`src/rtl/game_step_sequencer.sv`:
```
`default_nettype none
// ============================================================================
// Module   : game_step_sequencer
// Purpose  : Runs one snake update per game_tik. It sends ordered req/done
//            handshakes to the head, collision, food and tail units. It holds
//            the committed direction, score, step count, game-over and the
//            sticky frame-overrun flag.
// Ports    : clock_25 / reset (async, active-low)
//            start, game_tik, frame_tik          - game control and timing
//            btn_up/right/down/left              - one-cycle direction pulses
//            *_done, coll_hit, food_eaten        - datapath unit responses
//            head/coll/food/tail_req             - one-cycle request pulses
//            dir, busy, game_over, fault, overrun, score, step_count
// Options  : GAME_STEP_WATCHDOG_EN - per-phase timeout (TIMEOUT_CYCLES) that
//            raises fault and ends the game; without it, fault is tied low.
// Revision : 1.0 - initial release
// ============================================================================
module game_step_sequencer #(
    parameter int TIMEOUT_CYCLES = 4000,
    parameter int SCORE_W        = 8,
    parameter int STEP_W         = 16
) (
    input  logic               clock_25,
    input  logic               reset,
    input  logic               start,
    input  logic               game_tik,
    input  logic               frame_tik,
    input  logic               btn_up,
    input  logic               btn_right,
    input  logic               btn_down,
    input  logic               btn_left,
    input  logic               head_done,
    input  logic               coll_done,
    input  logic               coll_hit,
    input  logic               food_done,
    input  logic               food_eaten,
    input  logic               tail_done,
    output logic               head_req,
    output logic               coll_req,
    output logic               food_req,
    output logic               tail_req,
    output logic [1:0]         dir,
    output logic               busy,
    output logic               game_over,
    output logic               fault,
    output logic               overrun,
    output logic [SCORE_W-1:0] score,
    output logic [STEP_W-1:0]  step_count
);

    typedef enum logic [3:0] {
        S_IDLE     = 4'd0,
        S_WAIT_TIK = 4'd1,
        S_LATCH    = 4'd2,
        S_HEAD     = 4'd3,
        S_COLL     = 4'd4,
        S_FOOD     = 4'd5,
        S_TAIL     = 4'd6,
        S_DONE     = 4'd7,
        S_OVER     = 4'd8
    } state_t;

    localparam logic [1:0] c_dir_up    = 2'b00;
    localparam logic [1:0] c_dir_right = 2'b01;
    localparam logic [1:0] c_dir_down  = 2'b10;
    localparam logic [1:0] c_dir_left  = 2'b11;

    state_t             state_q, state_d;
    logic               head_req_q, head_req_d, coll_req_q, coll_req_d;
    logic               food_req_q, food_req_d, tail_req_q, tail_req_d;
    logic [1:0]         dir_q, dir_d, pending_dir_q, pending_dir_d;
    logic               busy_q, busy_d, game_over_q, game_over_d;
    logic               overrun_q, overrun_d, frame_prev_q, frame_prev_d;
    logic [SCORE_W-1:0] score_q, score_d;
    logic [STEP_W-1:0]  step_q, step_d;
    logic               w_btn_valid;
    logic [1:0]         w_btn_dir;
    logic               w_phase_first;

`ifdef GAME_STEP_WATCHDOG_EN
    localparam int              WD_W      = $clog2(TIMEOUT_CYCLES + 1);
    localparam logic [WD_W-1:0] c_wd_last = WD_W'(TIMEOUT_CYCLES - 1);
    logic [WD_W-1:0]            wd_cnt_q, wd_cnt_d;
    logic                       fault_q, fault_d;
    logic                       w_in_phase;
`endif

    // Fixed button priority: up > right > down > left.
    always_comb begin
        w_btn_valid = btn_up | btn_right | btn_down | btn_left;
        if (btn_up)          w_btn_dir = c_dir_up;
        else if (btn_right)  w_btn_dir = c_dir_right;
        else if (btn_down)   w_btn_dir = c_dir_down;
        else                 w_btn_dir = c_dir_left;
    end

    // A request is high only in the first cycle of its phase. A done seen in
    // that same cycle belongs to nothing we asked for, so it is ignored.
    assign w_phase_first = head_req_q | coll_req_q | food_req_q | tail_req_q;

    always_comb begin
        state_d       = state_q;
        head_req_d    = 1'b0;
        coll_req_d    = 1'b0;
        food_req_d    = 1'b0;
        tail_req_d    = 1'b0;
        dir_d         = dir_q;
        pending_dir_d = pending_dir_q;
        busy_d        = busy_q;
        game_over_d   = game_over_q;
        overrun_d     = overrun_q;
        score_d       = score_q;
        step_d        = step_q;
        frame_prev_d  = frame_tik;
`ifdef GAME_STEP_WATCHDOG_EN
        wd_cnt_d      = wd_cnt_q + WD_W'(1);
        fault_d       = fault_q;
        w_in_phase    = 1'b0;
`endif

        // The step overran its window: the front porch ended, or the next tick
        // arrived before this step finished. That tick is simply not consumed.
        if (busy_q && ((frame_prev_q && !frame_tik) || game_tik)) begin
            overrun_d = 1'b1;
        end

        case (state_q)
            S_IDLE: begin
                dir_d         = c_dir_right;
                pending_dir_d = c_dir_right;
                busy_d        = 1'b0;
                game_over_d   = 1'b0;
                overrun_d     = 1'b0;
                score_d       = '0;
                step_d        = '0;
`ifdef GAME_STEP_WATCHDOG_EN
                fault_d       = 1'b0;
`endif
                if (start) state_d = S_WAIT_TIK;
            end
            S_WAIT_TIK: begin
                if (!start)        state_d = S_IDLE;
                else if (game_tik) state_d = S_LATCH;
            end
            S_LATCH: begin
                dir_d      = pending_dir_q;
                busy_d     = 1'b1;
                head_req_d = 1'b1;
                state_d    = S_HEAD;
            end
            S_HEAD: begin
                if (!w_phase_first && head_done) begin
                    coll_req_d = 1'b1;
                    state_d    = S_COLL;
                end
            end
            S_COLL: begin
                if (!w_phase_first && coll_done) begin
                    if (coll_hit) begin
                        game_over_d = 1'b1;
                        busy_d      = 1'b0;
                        state_d     = S_OVER;
                    end else begin
                        food_req_d  = 1'b1;
                        state_d     = S_FOOD;
                    end
                end
            end
            S_FOOD: begin
                if (!w_phase_first && food_done) begin
                    if (food_eaten) begin
                        // Growth: keep the tail this step.
                        if (score_q != '1) score_d = score_q + SCORE_W'(1);
                        state_d = S_DONE;
                    end else begin
                        tail_req_d = 1'b1;
                        state_d    = S_TAIL;
                    end
                end
            end
            S_TAIL: begin
                if (!w_phase_first && tail_done) state_d = S_DONE;
            end
            S_DONE: begin
                step_d  = step_q + STEP_W'(1);
                busy_d  = 1'b0;
                state_d = start ? S_WAIT_TIK : S_IDLE;
            end
            S_OVER: begin
                busy_d = 1'b0;
                if (!start) state_d = S_IDLE;
            end
            default: begin
                busy_d  = 1'b0;
                state_d = S_IDLE;
            end
        endcase

        // Check for reversal against the direction that will be committed
        // after this edge, so a press in the LATCH cycle cannot queue a U-turn.
        if (state_q != S_IDLE && w_btn_valid && (w_btn_dir != (dir_d ^ 2'b10))) begin
            pending_dir_d = w_btn_dir;
        end

`ifdef GAME_STEP_WATCHDOG_EN
        w_in_phase = (state_q == S_HEAD) || (state_q == S_COLL) ||
                     (state_q == S_FOOD) || (state_q == S_TAIL);
        if (!w_in_phase || (state_d != state_q)) begin
            wd_cnt_d = '0;
        end else if (wd_cnt_q == c_wd_last) begin
            fault_d     = 1'b1;
            game_over_d = 1'b1;
            busy_d      = 1'b0;
            state_d     = S_OVER;
        end
`endif
    end

    always_ff @(posedge clock_25 or negedge reset) begin
        if (!reset) begin
            state_q       <= S_IDLE;
            head_req_q    <= 1'b0;
            coll_req_q    <= 1'b0;
            food_req_q    <= 1'b0;
            tail_req_q    <= 1'b0;
            dir_q         <= c_dir_right;
            pending_dir_q <= c_dir_right;
            busy_q        <= 1'b0;
            game_over_q   <= 1'b0;
            overrun_q     <= 1'b0;
            frame_prev_q  <= 1'b0;
            score_q       <= '0;
            step_q        <= '0;
`ifdef GAME_STEP_WATCHDOG_EN
            wd_cnt_q      <= '0;
            fault_q       <= 1'b0;
`endif
        end else begin
            state_q       <= state_d;
            head_req_q    <= head_req_d;
            coll_req_q    <= coll_req_d;
            food_req_q    <= food_req_d;
            tail_req_q    <= tail_req_d;
            dir_q         <= dir_d;
            pending_dir_q <= pending_dir_d;
            busy_q        <= busy_d;
            game_over_q   <= game_over_d;
            overrun_q     <= overrun_d;
            frame_prev_q  <= frame_prev_d;
            score_q       <= score_d;
            step_q        <= step_d;
`ifdef GAME_STEP_WATCHDOG_EN
            wd_cnt_q      <= wd_cnt_d;
            fault_q       <= fault_d;
`endif
        end
    end

    assign head_req   = head_req_q;
    assign coll_req   = coll_req_q;
    assign food_req   = food_req_q;
    assign tail_req   = tail_req_q;
    assign dir        = dir_q;
    assign busy       = busy_q;
    assign game_over  = game_over_q;
    assign overrun    = overrun_q;
    assign score      = score_q;
    assign step_count = step_q;
`ifdef GAME_STEP_WATCHDOG_EN
    assign fault      = fault_q;
`else
    assign fault      = 1'b0;
`endif

endmodule
`default_nettype wire

```
`config.mk`:
```
export PLATFORM = sky130hd
export DESIGN_NAME = game_step_sequencer
export DESIGN_NICKNAME = d
export VERILOG_FILES = /design/src/rtl/game_step_sequencer.sv
export SDC_FILE = /design/constraint.sdc
export NUM_CORES = 1
export LEC_CHECK = 0
export ABC_AREA = 1
export CORE_ASPECT_RATIO = 0.8
export CORE_MARGIN = 2
export CORE_UTILIZATION = 34
export DETAILED_ROUTE_END_ITERATION = 8
export HOLD_SLACK_MARGIN = 0.02
export PLACE_DENSITY = 0.68
export SLEW_MARGIN = 20
export SYNTH_ARGS = -nofsm -noshare
export SYNTH_HDL_FRONTEND = slang
export SYNTH_SLANG_ARGS = --single-unit
```
`constraint.sdc`:
```
create_clock -name clock_25 -period 3 [get_ports clock_25]
set_clock_uncertainty 0.15 [all_clocks]
set_input_delay 0.6 -clock clock_25 [delete_from_list [all_inputs] [get_ports clock_25]]
set_output_delay 0.6 -clock clock_25 [all_outputs]
set_load 0.05 [all_outputs]
```
==> flow_metrics.py <==
metrics = {
    "status": {
        "run_status": "completed",
    },
    "clock_network": {
        "cts_resized": 0,
        "cts-root-to-sink-buffers": 2,
        "post-cts-setup-buffers": 0,
        "cts_root_buf": "sky130_fd_sc_hd__clkbuf_8",
        "clock_latency_ns": 0.29,
        "cts_tree": "yes",
        "tritoncts.num_buffers": 5,
        "cts.hold.buffers_added": 0,
        "cts_h_tree_lvls": 2,
        "cts.sinks": 40,
        "cts.reportedPaths.clkPinSlew_ns": 0.08,
    },
    "synth": {
        "synth_cells": 302,
        "largest_family_of_logic_cells_by_synthesized_area": "simple AND/OR/NAND/NOR gates",
        "async_flop_share": 1.00,
        "synth_top_cells_by_area": "sky130_fd_sc_hd__dfrtp_1 42%, sky130_fd_sc_hd__nand2_1 12%, sky130_fd_sc_hd__inv_1 6.6%",
        "mappedNetlistArea_sq_um": 2290,
        "post_synth_num_cell_types": 35,
        "post_synth_mux_area_share": 0,
        "post-synth-top-count-cell": "sky130_fd_sc_hd__nand2_1",
        "ys.flop_type": "sky130_fd_sc_hd__dfrtp_1",
        "synth_nets": 319,
        "synth_edf_count": 0,
        "synthSimpleGateAreaFrac": 0.319,
        "synthDominantCellAreaShare": 0.416,
        "seq_area_frac_synth": 0.439,
        "netlist_top_cells_count": "74 x sky130_fd_sc_hd__nand2_1, 40 x sky130_fd_sc_hd__inv_1, 38 x sky130_fd_sc_hd__dfrtp_1",
        "number_of_synthesized_register_bits": 40,
        "synth_compound_area_frac": 0.114,
        "synth-warning-count": 0,
        "synth.avg_cell_area_sq_um": 7.57,
        "cell_type_contributing_the_most_total_cell_area_after_synthesis": "sky130_fd_sc_hd__dfrtp_1",
        "yosys.area_share.xor_xnor": 0.0230,
        "synth_adder_area_share": 0.0109,
    },
    "drt": {
        "highest-signal-layer": "met4",
        "met1_length_um": 2600,
        "route.final.wire_length_um": 5160,
        "drt-initial-drc-count": 108,
        "routed-wl-met3_um": 249,
        "ant_nets": 0,
        "detail_route.vias_per_cell": 4.65,
        "drt-wirelength-per-cell_um": 11.7,
        "drc_errors": 0,
        "met2_length_um": 2230,
        "drtPass1Iterations": 4,
        "vias": 2043,
    },
    "floorplanning": {
        "core_sq_um": 6440,
        "std_cell_rows": 26,
        "dieArea_sq_um": 7400,
        "pin_count": 49,
        "floorplan.die.width_um": 95.7,
        "die_h_um": 77.4,
        "initial_utilization": 0.355,
    },
    "layout": {
        "final_nets": 371,
        "diodes": 0,
        "layout-area-overhead-vs-synth_pct": 27.9,
        "final_layout_size_suffix_gt1_frac": 0.118,
    },
    "worst_setup_path": {
        "worst_ep_arrival_time_ns": 1.62,
        "cp-end-kind": "output pin",
        "worst_setup_path_start_kind": "register",
        "cpLargestDelayFamily": "buffers and inverters",
        "critical_path.cell_chain": "clkdlybuf4s50_1",
        "timing.critical_path.buf_inv": 1,
        "critical-path-max-stage-delay_ns": 0.79,
        "worstSetupPathType": "register to output pin",
        "crit_path_max_fanout": 2,
        "timing.critical_path.required_ns": 2.25,
        "worst_path_max_delay_cell": "sky130_fd_sc_hd__clkdlybuf4s50_1",
    },
    "sta": {
        "max_freq_ghz": 0.423,
        "timing_hold_violations_final": 0,
        "fin_setup_tns_ns": 0,
        "worst_slew_pin_slew_ns": 0.897,
        "max-slew-margin-rel": 0.402,
        "final_period_util": 0.788,
        "maxSlewViolCount": 0,
        "post-route-min-period_ns": 2.37,
        "finalSetupViolCount": 0,
        "grt_setup_unrepaired": "no",
    },
    "placement": {
        "globalplace.congestion": 0.882,
        "dpl.hpwl_um": 4020,
        "io_buffers": 47,
    },
    "min_path": {
        "classification_of_the_worst_slack_hold_path": "primary input to async pin",
    },
    "global_route": {
        "grt_pass1_wl_um": 8920,
        "grt_overflow_total": 0,
        "antenna_found_initial": 0,
        "grt_start_max_net_pins": 41,
        "grt_pass1_vias": 1950,
        "grtUsageTotal": 0.150,
    },
    "power": {
        "power_density_nw_per_um2": 678,
        "total_power_uw": 1980,
        "power.ir.vdd_worst_uv": 261,
        "total_leakage_power_uw": 0.00142,
    },
    "run": {
        "maxCapViolations": 0,
    },
}
## cells in the final DEF (no fill, tap or decap), types with 2 or more instances in the layout
master	synthesis	final
sky130_fd_sc_hd__dfstp_2	2	2
sky130_fd_sc_hd__o21ai_1	9	9
sky130_fd_sc_hd__dfrtp_1	38	38
sky130_fd_sc_hd__ha_1	2	2
sky130_fd_sc_hd__nand3_1	21	21
sky130_fd_sc_hd__nor3_1	9	9
sky130_fd_sc_hd__nor2_1	27	27
sky130_fd_sc_hd__inv_1	40	40
sky130_fd_sc_hd__clkbuf_8	0	6
sky130_fd_sc_hd__inv_2	5	5
sky130_fd_sc_hd__nand2_1	74	74
sky130_fd_sc_hd__o21ai_2	5	5
sky130_fd_sc_hd__o21ai_0	17	17
sky130_fd_sc_hd__xor2_1	6	6
sky130_fd_sc_hd__clkinv_2	0	2
sky130_fd_sc_hd__o31ai_1	2	2
sky130_fd_sc_hd__nor2_2	2	2
sky130_fd_sc_hd__or2_2	2	2
sky130_fd_sc_hd__nor2_4	2	2
sky130_fd_sc_hd__a21oi_1	9	9
sky130_fd_sc_hd__nand4_1	6	6
sky130_fd_sc_hd__nand2_2	9	9
sky130_fd_sc_hd__clkdlybuf4s50_1	0	46
## power breakdown
part           internal (uW)  switching (uW)  leakage [uW]
registers                630            78.5      0.000540
logic                    267             638      0.000826
clock network            184             186     0.0000510
total                   1080             902       0.00142
## area by class of cell
cell class	instances	area [sq um]
fillers	663	3520
inverters	46	178
repair buffers	48	473
flip-flops and latches	40	1000
clock inverters	2	10.0
clock buffers	6	82.6
well taps	84	105
multi-input cells	213	1070
## routing by layer
metal | GRT usage | vias to the layer above
met5 | 0 | -
met4 | 0.0557 | 0
met1 | 0.214 | 924
met2 | 0.224 | 43
li1 | - | 1069
met3 | 0.0311 | 7
## through the flow
step / util / hold WS, ns / setup WS (ns) / std cells / instance area, sq um
2_1_floorplan: - / 0.154 / 1.02 / 302 / 2290
3_3_place_gp: 0.440 / 0.330 / 0.941 / 431 / 2830
3_5_place_dp: 0.440 / 0.334 / 0.906 / 431 / 2830
4_1_cts: 0.454 / 0.311 / 0.616 / 439 / 2930
5_1_grt: 0.454 / 0.345 / 0.591 / 439 / 2930
6_report: 0.454 / 0.278 / 0.635 / 439 / 2930
## path summary, 6_finish.rpt
kind | from | to | slack, ns | cells past startpoint
max | dir[0] | dir[0] | 0.63 | 1
min reg2reg | pending_dir_q[0] | pending_dir_q[0] | 0.35 | 2
max in group asynchronous | reset | pending_dir_q[1] | 1.84 | 1
max reg2reg | state_q[3] | step_count[9] | 0.99 | 8
min | reset | score[3] | 0.28 | 1
min in group clock_25 | pending_dir_q[0] | pending_dir_q[0] | 0.35 | 2
## flip-flops by register name, summed over array words and instances, names as in the netlist
register	flops
step_count	16
score	8
state_q	4
dir	2
pending_dir_q	2
busy	1
coll_req	1
food_req	1
frame_prev_q	1
game_over	1
head_req	1
overrun	1
tail_req	1
## logic make-up after synthesis
logic type / Yosys count
buffers and inverters: 49
adder cells (fa/ha/maj): 2
XOR/XNOR: 6
other: 1
flip-flops: 40
AO/OA/AOI/OAI: 46
AND/OR/NAND/NOR: 158
Power figures use the tool's default switching activity.
